--- src/rtl/regfile_pkg.sv ---
// Shared types for the register-file initiator: FSM states, command record, width defaults.
// The VADDR/VWAIT states exist only when REGFILE_INITIATOR_VERIFY_EN is defined.
package regfile_pkg;

  localparam int DEF_ADDR_W = 5;
  localparam int DEF_DATA_W = 32;
  // Enough for READ_LATENCY-1 with READ_LATENCY up to 4.
  localparam int LAT_CNT_W  = 2;

`ifdef REGFILE_INITIATOR_VERIFY_EN
  typedef enum logic [2:0] {
    S_IDLE  = 3'd0,
    S_WRITE = 3'd1,
    S_RADDR = 3'd2,
    S_RWAIT = 3'd3,
    S_RESP  = 3'd4,
    S_VADDR = 3'd5,
    S_VWAIT = 3'd6
  } state_t;
`else
  typedef enum logic [2:0] {
    S_IDLE  = 3'd0,
    S_WRITE = 3'd1,
    S_RADDR = 3'd2,
    S_RWAIT = 3'd3,
    S_RESP  = 3'd4
  } state_t;
`endif

  typedef struct packed {
    logic                  write;
    logic [DEF_ADDR_W-1:0] addr;
    logic [DEF_ADDR_W-1:0] len;
    logic [DEF_DATA_W-1:0] wdata;
  } cmd_t;

endpackage

--- src/rtl/regfile_init_latcnt.sv ---
// Read-latency down-counter: loads READ_LATENCY-1 and flags when it reaches zero.
module regfile_init_latcnt
  import regfile_pkg::*;
#(
  parameter int READ_LATENCY = 1
) (
  input  logic clk,
  input  logic reset,
  input  logic load_i,
  output logic zero_o
);

  logic [LAT_CNT_W-1:0] cnt_q;

  always_ff @(posedge clk) begin
    if (!reset) begin
      cnt_q <= '0;
    end else if (load_i) begin
      cnt_q <= LAT_CNT_W'(READ_LATENCY - 1);
    end else if (cnt_q != '0) begin
      cnt_q <= cnt_q - 1'b1;
    end
  end

  assign zero_o = (cnt_q == '0);

endmodule

--- src/rtl/regfile_initiator.sv ---
// Sequences valid/ready read/write burst commands onto a register-file port.
// REGFILE_INITIATOR_VERIFY_EN adds a read-back check after every written beat.
//
// state   | meaning
// IDLE    | ready for a command
// WRITE   | one write beat on the memory port
// RADDR   | read address presented
// RWAIT   | waiting out the remaining read latency
// RESP    | read beat offered on the response channel
// VADDR   | read-back address presented (verify build only)
// VWAIT   | read-back latency, then compare (verify build only)
module regfile_initiator
  import regfile_pkg::*;
#(
  parameter int ADDR_W       = DEF_ADDR_W,
  parameter int DATA_W       = DEF_DATA_W,
  parameter int READ_LATENCY = 1
) (
  input  logic              clk,
  input  logic              reset,
  input  logic              cmd_valid,
  output logic              cmd_ready,
  input  logic              cmd_write,
  input  logic [ADDR_W-1:0] cmd_addr,
  input  logic [ADDR_W-1:0] cmd_len,
  input  logic [DATA_W-1:0] cmd_wdata,
  output logic              rsp_valid,
  input  logic              rsp_ready,
  output logic [ADDR_W-1:0] rsp_addr,
  output logic [DATA_W-1:0] rsp_data,
  output logic              mem_mode,
  output logic [ADDR_W-1:0] mem_address,
  output logic [DATA_W-1:0] mem_data_in,
  output logic              mem_write_enable,
  input  logic [DATA_W-1:0] mem_data_out,
  output logic              busy,
  output logic              verify_error
);

  state_t            state_q;
  cmd_t              cmd_in;
  logic [ADDR_W-1:0] addr_q;
  logic [ADDR_W-1:0] len_q;
  logic [DATA_W-1:0] wdata_q;
  logic              cmd_ready_q;
  logic              rsp_valid_q;
  logic [ADDR_W-1:0] rsp_addr_q;
  logic [DATA_W-1:0] rsp_data_q;
  logic              mem_mode_q;
  logic [ADDR_W-1:0] mem_address_q;
  logic [DATA_W-1:0] mem_data_in_q;
  logic              mem_we_q;
  logic              lat_load;
  logic              lat_zero;

  assign cmd_in = {cmd_write, cmd_addr, cmd_len, cmd_wdata};

`ifdef REGFILE_INITIATOR_VERIFY_EN
  logic verify_error_q;
  assign lat_load = (state_q == S_RADDR) || (state_q == S_VADDR);
`else
  assign lat_load = (state_q == S_RADDR);
`endif

  regfile_init_latcnt #(
    .READ_LATENCY(READ_LATENCY)
  ) u_latcnt (
    .clk   (clk),
    .reset (reset),
    .load_i(lat_load),
    .zero_o(lat_zero)
  );

  always_ff @(posedge clk) begin
    if (!reset) begin
      state_q       <= S_IDLE;
      addr_q        <= '0;
      len_q         <= '0;
      wdata_q       <= '0;
      cmd_ready_q   <= 1'b0;
      rsp_valid_q   <= 1'b0;
      rsp_addr_q    <= '0;
      rsp_data_q    <= '0;
      mem_mode_q    <= 1'b0;
      mem_address_q <= '0;
      mem_data_in_q <= '0;
      mem_we_q      <= 1'b0;
`ifdef REGFILE_INITIATOR_VERIFY_EN
      verify_error_q <= 1'b0;
`endif
    end else begin
      case (state_q)
        S_IDLE: begin
          cmd_ready_q <= 1'b1;
          if (cmd_valid && cmd_ready_q) begin
            cmd_ready_q   <= 1'b0;
            addr_q        <= cmd_in.addr;
            len_q         <= cmd_in.len;
            wdata_q       <= cmd_in.wdata;
            mem_address_q <= cmd_in.addr;
            if (cmd_in.write) begin
              state_q       <= S_WRITE;
              mem_mode_q    <= 1'b1;
              mem_we_q      <= 1'b1;
              mem_data_in_q <= cmd_in.wdata;
            end else begin
              state_q    <= S_RADDR;
              mem_mode_q <= 1'b0;
            end
          end
        end

        S_WRITE: begin
`ifdef REGFILE_INITIATOR_VERIFY_EN
          mem_we_q   <= 1'b0;
          mem_mode_q <= 1'b0;
          state_q    <= S_VADDR;
`else
          if (len_q == '0) begin
            mem_we_q    <= 1'b0;
            cmd_ready_q <= 1'b1;
            state_q     <= S_IDLE;
          end else begin
            addr_q        <= addr_q + 1'b1;
            len_q         <= len_q - 1'b1;
            mem_address_q <= addr_q + 1'b1;
          end
`endif
        end

        S_RADDR: state_q <= S_RWAIT;

        S_RWAIT: begin
          if (lat_zero) begin
            rsp_data_q  <= mem_data_out;
            rsp_addr_q  <= addr_q;
            rsp_valid_q <= 1'b1;
            state_q     <= S_RESP;
          end
        end

        S_RESP: begin
          if (rsp_ready) begin
            rsp_valid_q <= 1'b0;
            if (len_q == '0) begin
              cmd_ready_q <= 1'b1;
              state_q     <= S_IDLE;
            end else begin
              addr_q        <= addr_q + 1'b1;
              len_q         <= len_q - 1'b1;
              mem_address_q <= addr_q + 1'b1;
              state_q       <= S_RADDR;
            end
          end
        end

`ifdef REGFILE_INITIATOR_VERIFY_EN
        S_VADDR: state_q <= S_VWAIT;

        S_VWAIT: begin
          if (lat_zero) begin
            if (mem_data_out != wdata_q) verify_error_q <= 1'b1;
            if (len_q == '0) begin
              cmd_ready_q <= 1'b1;
              state_q     <= S_IDLE;
            end else begin
              addr_q        <= addr_q + 1'b1;
              len_q         <= len_q - 1'b1;
              mem_address_q <= addr_q + 1'b1;
              mem_mode_q    <= 1'b1;
              mem_we_q      <= 1'b1;
              state_q       <= S_WRITE;
            end
          end
        end
`endif

        default: state_q <= S_IDLE;
      endcase
    end
  end

  assign cmd_ready        = cmd_ready_q;
  assign rsp_valid        = rsp_valid_q;
  assign rsp_addr         = rsp_addr_q;
  assign rsp_data         = rsp_data_q;
  assign mem_mode         = mem_mode_q;
  assign mem_address      = mem_address_q;
  assign mem_data_in      = mem_data_in_q;
  assign mem_write_enable = mem_we_q;
  assign busy             = (state_q != S_IDLE);

`ifdef REGFILE_INITIATOR_VERIFY_EN
  assign verify_error = verify_error_q;
`else
  assign verify_error = 1'b0;
`endif

endmodule
--- config.mk ---
export PLATFORM = sky130hd
export DESIGN_NAME = regfile_initiator
export DESIGN_NICKNAME = d
export VERILOG_FILES = /design/src/rtl/regfile_pkg.sv /design/src/rtl/regfile_init_latcnt.sv /design/src/rtl/regfile_initiator.sv
export SDC_FILE = /design/constraint.sdc
export NUM_CORES = 1
export LEC_CHECK = 0
export BUFFER_PORTS_ARGS = -buffer_cell sky130_fd_sc_hd__buf_2
export CORE_ASPECT_RATIO = 1.1
export CORE_MARGIN = 4
export CORE_UTILIZATION = 39
export DETAILED_ROUTE_END_ITERATION = 6
export GPL_ROUTABILITY_DRIVEN = 1
export PLACE_DENSITY = 0.77
export SLEW_MARGIN = 20
export SYNTH_ARGS = -nofsm -noshare
export SYNTH_HDL_FRONTEND = slang
export SYNTH_SLANG_ARGS = --single-unit
--- constraint.sdc ---
create_clock -name clk -period 1.8 [get_ports clk]
set_input_delay 0.09 -clock clk [delete_from_list [all_inputs] [get_ports clk]]
set_output_delay 0.09 -clock clk [all_outputs]
set_load 0.05 [all_outputs]
* Word-level counts from Yosys, hierarchy flattened
Index checks and enable logic that the tools add are counted.
W data, S select, Z words.
** Operators by class
- $add $sub $neg :: 3
- Eq/ne operators :: 9
- Mux-type cells :: 30
- Bitwise gates (word level) :: 1
- Reductions and logical operators :: 18
** Operators by type and width (number)
- $pmux W5 S3 :: 3
- $mux W5 :: 8
- $pmux W3 S5 :: 1
- $mux W3 :: 4
- $ne A2 B2 Y1 const B :: 5
- $mux W1 :: 9
- $reduce_and A3 Y1 :: 3
- $reduce_and A4 Y1 :: 2
- $eq A3 B2 Y1 const B :: 2
- $reduce_and A2 Y1 :: 3
- $reduce_bool A2 Y1 :: 3
- $reduce_bool A3 Y1 :: 2
- $add A5 B1 Y5 const B :: 1
- $logic_not A5 Y1 :: 1
- $sub A5 B1 Y5 const B :: 1
- $mux W2 :: 2
- $pmux W1 S2 :: 2
- $eq A3 B1 Y1 const B :: 1
- $eq A3 B3 Y1 const B :: 1
- $logic_not A3 Y1 :: 1
- $pmux W1 S3 :: 1
- $logic_not A2 Y1 :: 1
- $reduce_or A2 Y1 :: 1
- $sub A2 B1 Y2 const B :: 1
- other kinds (2) :: 2
** Storage, ports and cells
- Bits in registers :: 93
- Input port bits :: 79
- Output and inout port bits :: 80

* Depth between registers and ports, before layout
- Depth after elaboration :: 4
- Mapped depth :: 7

* By module
Synthesis repeated with hierarchy kept, for this count alone.
** Second synthesis, totals
- Cell total of the unflattened synthesis :: 439
- Area total of the unflattened synthesis :: 3477.1 µm²
** By module, submodules not included
- regfile_initiator :: times used 1, cells an instance 428, area an instance 3372.0 µm², seq. area each 1721.7 µm²
- regfile_init_latcnt :: times used 1, cells an instance 11, area an instance 105.1 µm², seq. area each 40.0 µm²

* Worst setup path after synthesis
No wires, ideal clock.
- Path kind :: reg-to-reg
- From :: reg cmd_ready_q, in the netlist cmd_ready
- To :: reg addr_q[0]
- Arrival time :: 1.887 ns
- Slack :: -0.161 ns
- Cell stages (with the launch flop) :: 5
- Buffers on the path :: 0
- Period minus slack after synthesis :: 1.961 ns
- Path through :: dfxtp_1 a21oi_1 o32a_1 or4_1 a31oi_1
** Between the ends
- Word-level cells in the longest chain between the ends :: 3
** RTL lines
- start, declared :: line regfile_initiator.sv:45 : logic cmd_ready_q;
- start signal, assigned :: line regfile_initiator.sv:80 : cmd_ready_q <= 1'b0;
- start signal, assigned :: line regfile_initiator.sv:94 : cmd_ready_q <= 1'b1;
- start signal, assigned :: line regfile_initiator.sv:96 : cmd_ready_q <= 1'b0;
- $logic_and A1 B1 Y1 :: line regfile_initiator.sv:95 : if (cmd_valid && cmd_ready_q) begin
- $ne A2 B2 Y1 (no source line)
- $reduce_and A3 Y1 (no source line)
- end signal, assigned :: line regfile_initiator.sv:97 : addr_q <= cmd_in.addr;
- end signal, assigned :: line regfile_initiator.sv:124 : addr_q <= addr_q + 1'b1;
- end signal, assigned :: line regfile_initiator.sv:149 : addr_q <= addr_q + 1'b1;
- end, declared :: line regfile_initiator.sv:42 : logic [ADDR_W-1:0] addr_q;
No other way between the ends.
A chain may end at the register's enable or synchronous reset.

* Worst setup path in the final report
- From :: reg len_q[0]
- To :: reg addr_q[2]
** Between the ends
- Word-level cells in the longest chain between the ends :: 4
** RTL lines
- start, declared :: line regfile_initiator.sv:43 : logic [ADDR_W-1:0] len_q;
- start signal, assigned :: line regfile_initiator.sv:98 : len_q <= cmd_in.len;
- start signal, assigned :: line regfile_initiator.sv:125 : len_q <= len_q - 1'b1;
- start signal, assigned :: line regfile_initiator.sv:150 : len_q <= len_q - 1'b1;
- $logic_not A5 Y1 * :: line regfile_initiator.sv:119, regfile_initiator.sv:145
- $mux W5 *
- $mux W5
- $pmux W5 S3 *
Every way passes the cells marked *; elsewhere a longest branch is shown, timed or not. The select of a mux whose other input is x is not followed.

==> run metrics <==
status=finished, final reports clean; vias after detailed routing=3992; Pleak=2.389 nW; Starting Density=39.74%; Clk pin slew, worst setup/hold paths=80 ps; DRC violations left=0; CP Class=flop to flop; post-synthesis net count=524; first-pass GRT wire length=18.26 mm; Post-DRT Antenna Nets=0; Hold Path Class=input pin to flop; vias per cell=5.060; top achievable clock speed=573.6 MHz; synth warn=0; DRT iter0 DRCs=227; final core utilization=61.25%; vias in the first global route=3914; RSZ-0062 raised after global routing=no; clock group share of total power=19.8%; pin count of the biggest net entering global routing=38; DP Wirelength=7.388 mm; WL/cell=14.56 um; die area=10580 um^2; Worst IR Drop VDD=0.8808 mV; Die Ht=107.5 um; H-Tree Depth=3; number of port buffers=157; crit path launch type=flop; worst r2r path cells=7; Gate power share=44.2%; NumNets Final=753; synthesis-to-finish area growth=54.14%; 1st-pass router iterations=4; area post-placement=4531 um^2; critical path capture point type=flop; clk_skew=7.917 ps; setup ws final=56.61 ps; total CTS buffers=9; DIE WIDTH=98.43 um; asr flop ratio synth=0%; Finished Layout Cells=789; placeable core area=8828 um^2; Reg power frac=35.9%; CTS tree=yes; number of max-cap violations=0; min Tclk post-route=1743 ps; clk buf depth=2; DP Cell Count=708; syn_area_per_cell=7.937 um^2; Rel. slew slack=60.09%; Post-synth EDFFs=0; register area share after synthesis=50.21%; critical-path maximum fanout=7; total track usage=21.19%; initial antenna violation count=0; CTS root buffer=clkbuf_8; Hold Crit Depth=3; Net Sw Frac=41.43%; Num Clock Sinks=88; Antenna Cells=0; Hold Vio Cnt, Final=0; Finished Cell Area=5408 um^2; routability cong.=0.8965; Worst EP arrival=1990 ps; Clock Latency Late Sink=350 ps; cells after synthesis=442; Pint=3.979 mW; Setup WS pre-CTS=16.15 ps; Top FF cell, synth=dfxtp_1; Slew @ Worst Pin=598.6 ps; commonest non-fill, non-tap cells in the layout=157 x buf_2, 147 x nand2_1, 86 x dfxtp_1, 85 x a21oi_1, 67 x dlygate4sd3_1; setup violators final=0; flops & latches, synth=88; Ports=159; Slew Viols, Final=0; PwrDens=1256 nW/um^2; total congestion overflow=0; setup TNS=0 ps; Worst EP required=2040 ps; fillers=755; mapped cell area=3508 um^2; Tcrit/Tclk final=96.85%; commonest non-fill, non-tap cell in the layout=buf_2; Cell variety after synth=47; Switching Power=2.815 mW; share of cells above drive strength 1=31.56%; row cnt=36; drt total wl=11.48 mm
[stage by stage]
stage / power [mW] / hold WS [ps]
after floorplan: 4.391 / 226.0
after global placement: 5.239 / 329.3
after detailed placement: 5.315 / 336.6
after CTS: 6.787 / 68.82
after global routing: 7.178 / 79.61
final: 6.794 / 102.8
[worst max-delay path, cell delays in order, from the launching register on]
cell and delay, ps:
dfxtp_1 320, inv_1 80, ha_2 180, or4b_4 510
buf_4 170, nand2_1 50, a21oi_1 70, o221a_2 260
[cell type report]
type                       instances  area, um^2  share of cell area [%]
timing repair buffer             249        1682                   31.10
clock inverter                     5       56.30                   1.041
sequential                        88        1764                   32.62
tap                              114       142.6                   2.638
inverter                           8       33.78                  0.6247
multi-input combinational        315        1592                   29.43
clock buffer                      10       137.6                   2.545
[state kept, by name, indices dropped and copies added, names as in the netlist]
| signal | flops |
|---|---|
| addr_q | 5 |
| cmd_ready | 1 |
| len_q | 5 |
| mem_data_in | 32 |
| mem_mode | 1 |
| mem_write_enable | 1 |
| rsp_addr | 5 |
| rsp_data | 32 |
| rsp_valid | 1 |
| state_q | 3 |
| u_latcnt.cnt_q | 2 |
[routing by layer]
layer,GRT usage [%],part of all wire (%)
met2,38.21,52
met1,23.79,39
met5,0,0
met3,3.500,4.9
met4,11.22,4.2
[power by group through the flow]
| stage | sequential (mW) | combinational, mW | clock, mW |
|---|---|---|---|
| global route | 2.48 | 3.23 | 1.47 |
| finish | 2.44 | 3.01 | 1.35 |
| CTS | 2.43 | 2.97 | 1.39 |
| detailed placement | 2.47 | 2.84 | 0 |
| floorplan | 3.15 | 1.24 | 0 |
| global placement | 2.46 | 2.78 | 0 |
[synth_stat cells (all sizes together), types with 2 or more instances]
library cell,count,area share (%)
a211oi,2,0.43
a21oi,85,12
a31oi,6,1.1
and3,2,0.36
buf,11,1.9
clkbuf,20,2.1
clkinv,2,0.21
dfxtp,88,50
ha,3,1.1
inv,6,0.64
mux2i,2,0.57
nand2,147,16
nand3,10,1.4
nand4,3,0.54
nor2,12,1.3
nor3,3,0.43
nor4b,2,0.93
o21ai,8,1.1
o221a,5,1.6
o32ai,3,0.96
xor2,2,0.71
[timing repair]
item	4_1_cts	5_1_grt
hold endpoints to repair	67	0
gates resized for setup	0	6
setup buffers	0	0
endpoints found under the setup margin	0	10
hold buffers	67	0
[final timing paths]
path | start | end | slack [ps]
worst max register to register | len_q[0] | addr_q[2] | 60
worst max-delay path | len_q[0] | addr_q[2] | 60
worst min-delay path | cmd_addr[4] | addr_q[4] | 100
worst min register to register | rsp_data[28] | rsp_data[28] | 450
[logic make-up after synthesis]
family	after synthesis	synth area share, %
buffers and inverters	39	4.850
multiplexers	2	0.5706
adder cells (fa/ha/maj)	3	1.070
other	1	0.1069
flip-flops	88	50.21
XOR/XNOR	3	0.9631
AO/OA/AOI/OAI	121	20.29
AND/OR/NAND/NOR	185	21.93
Power figures use the tool's default switching activity.
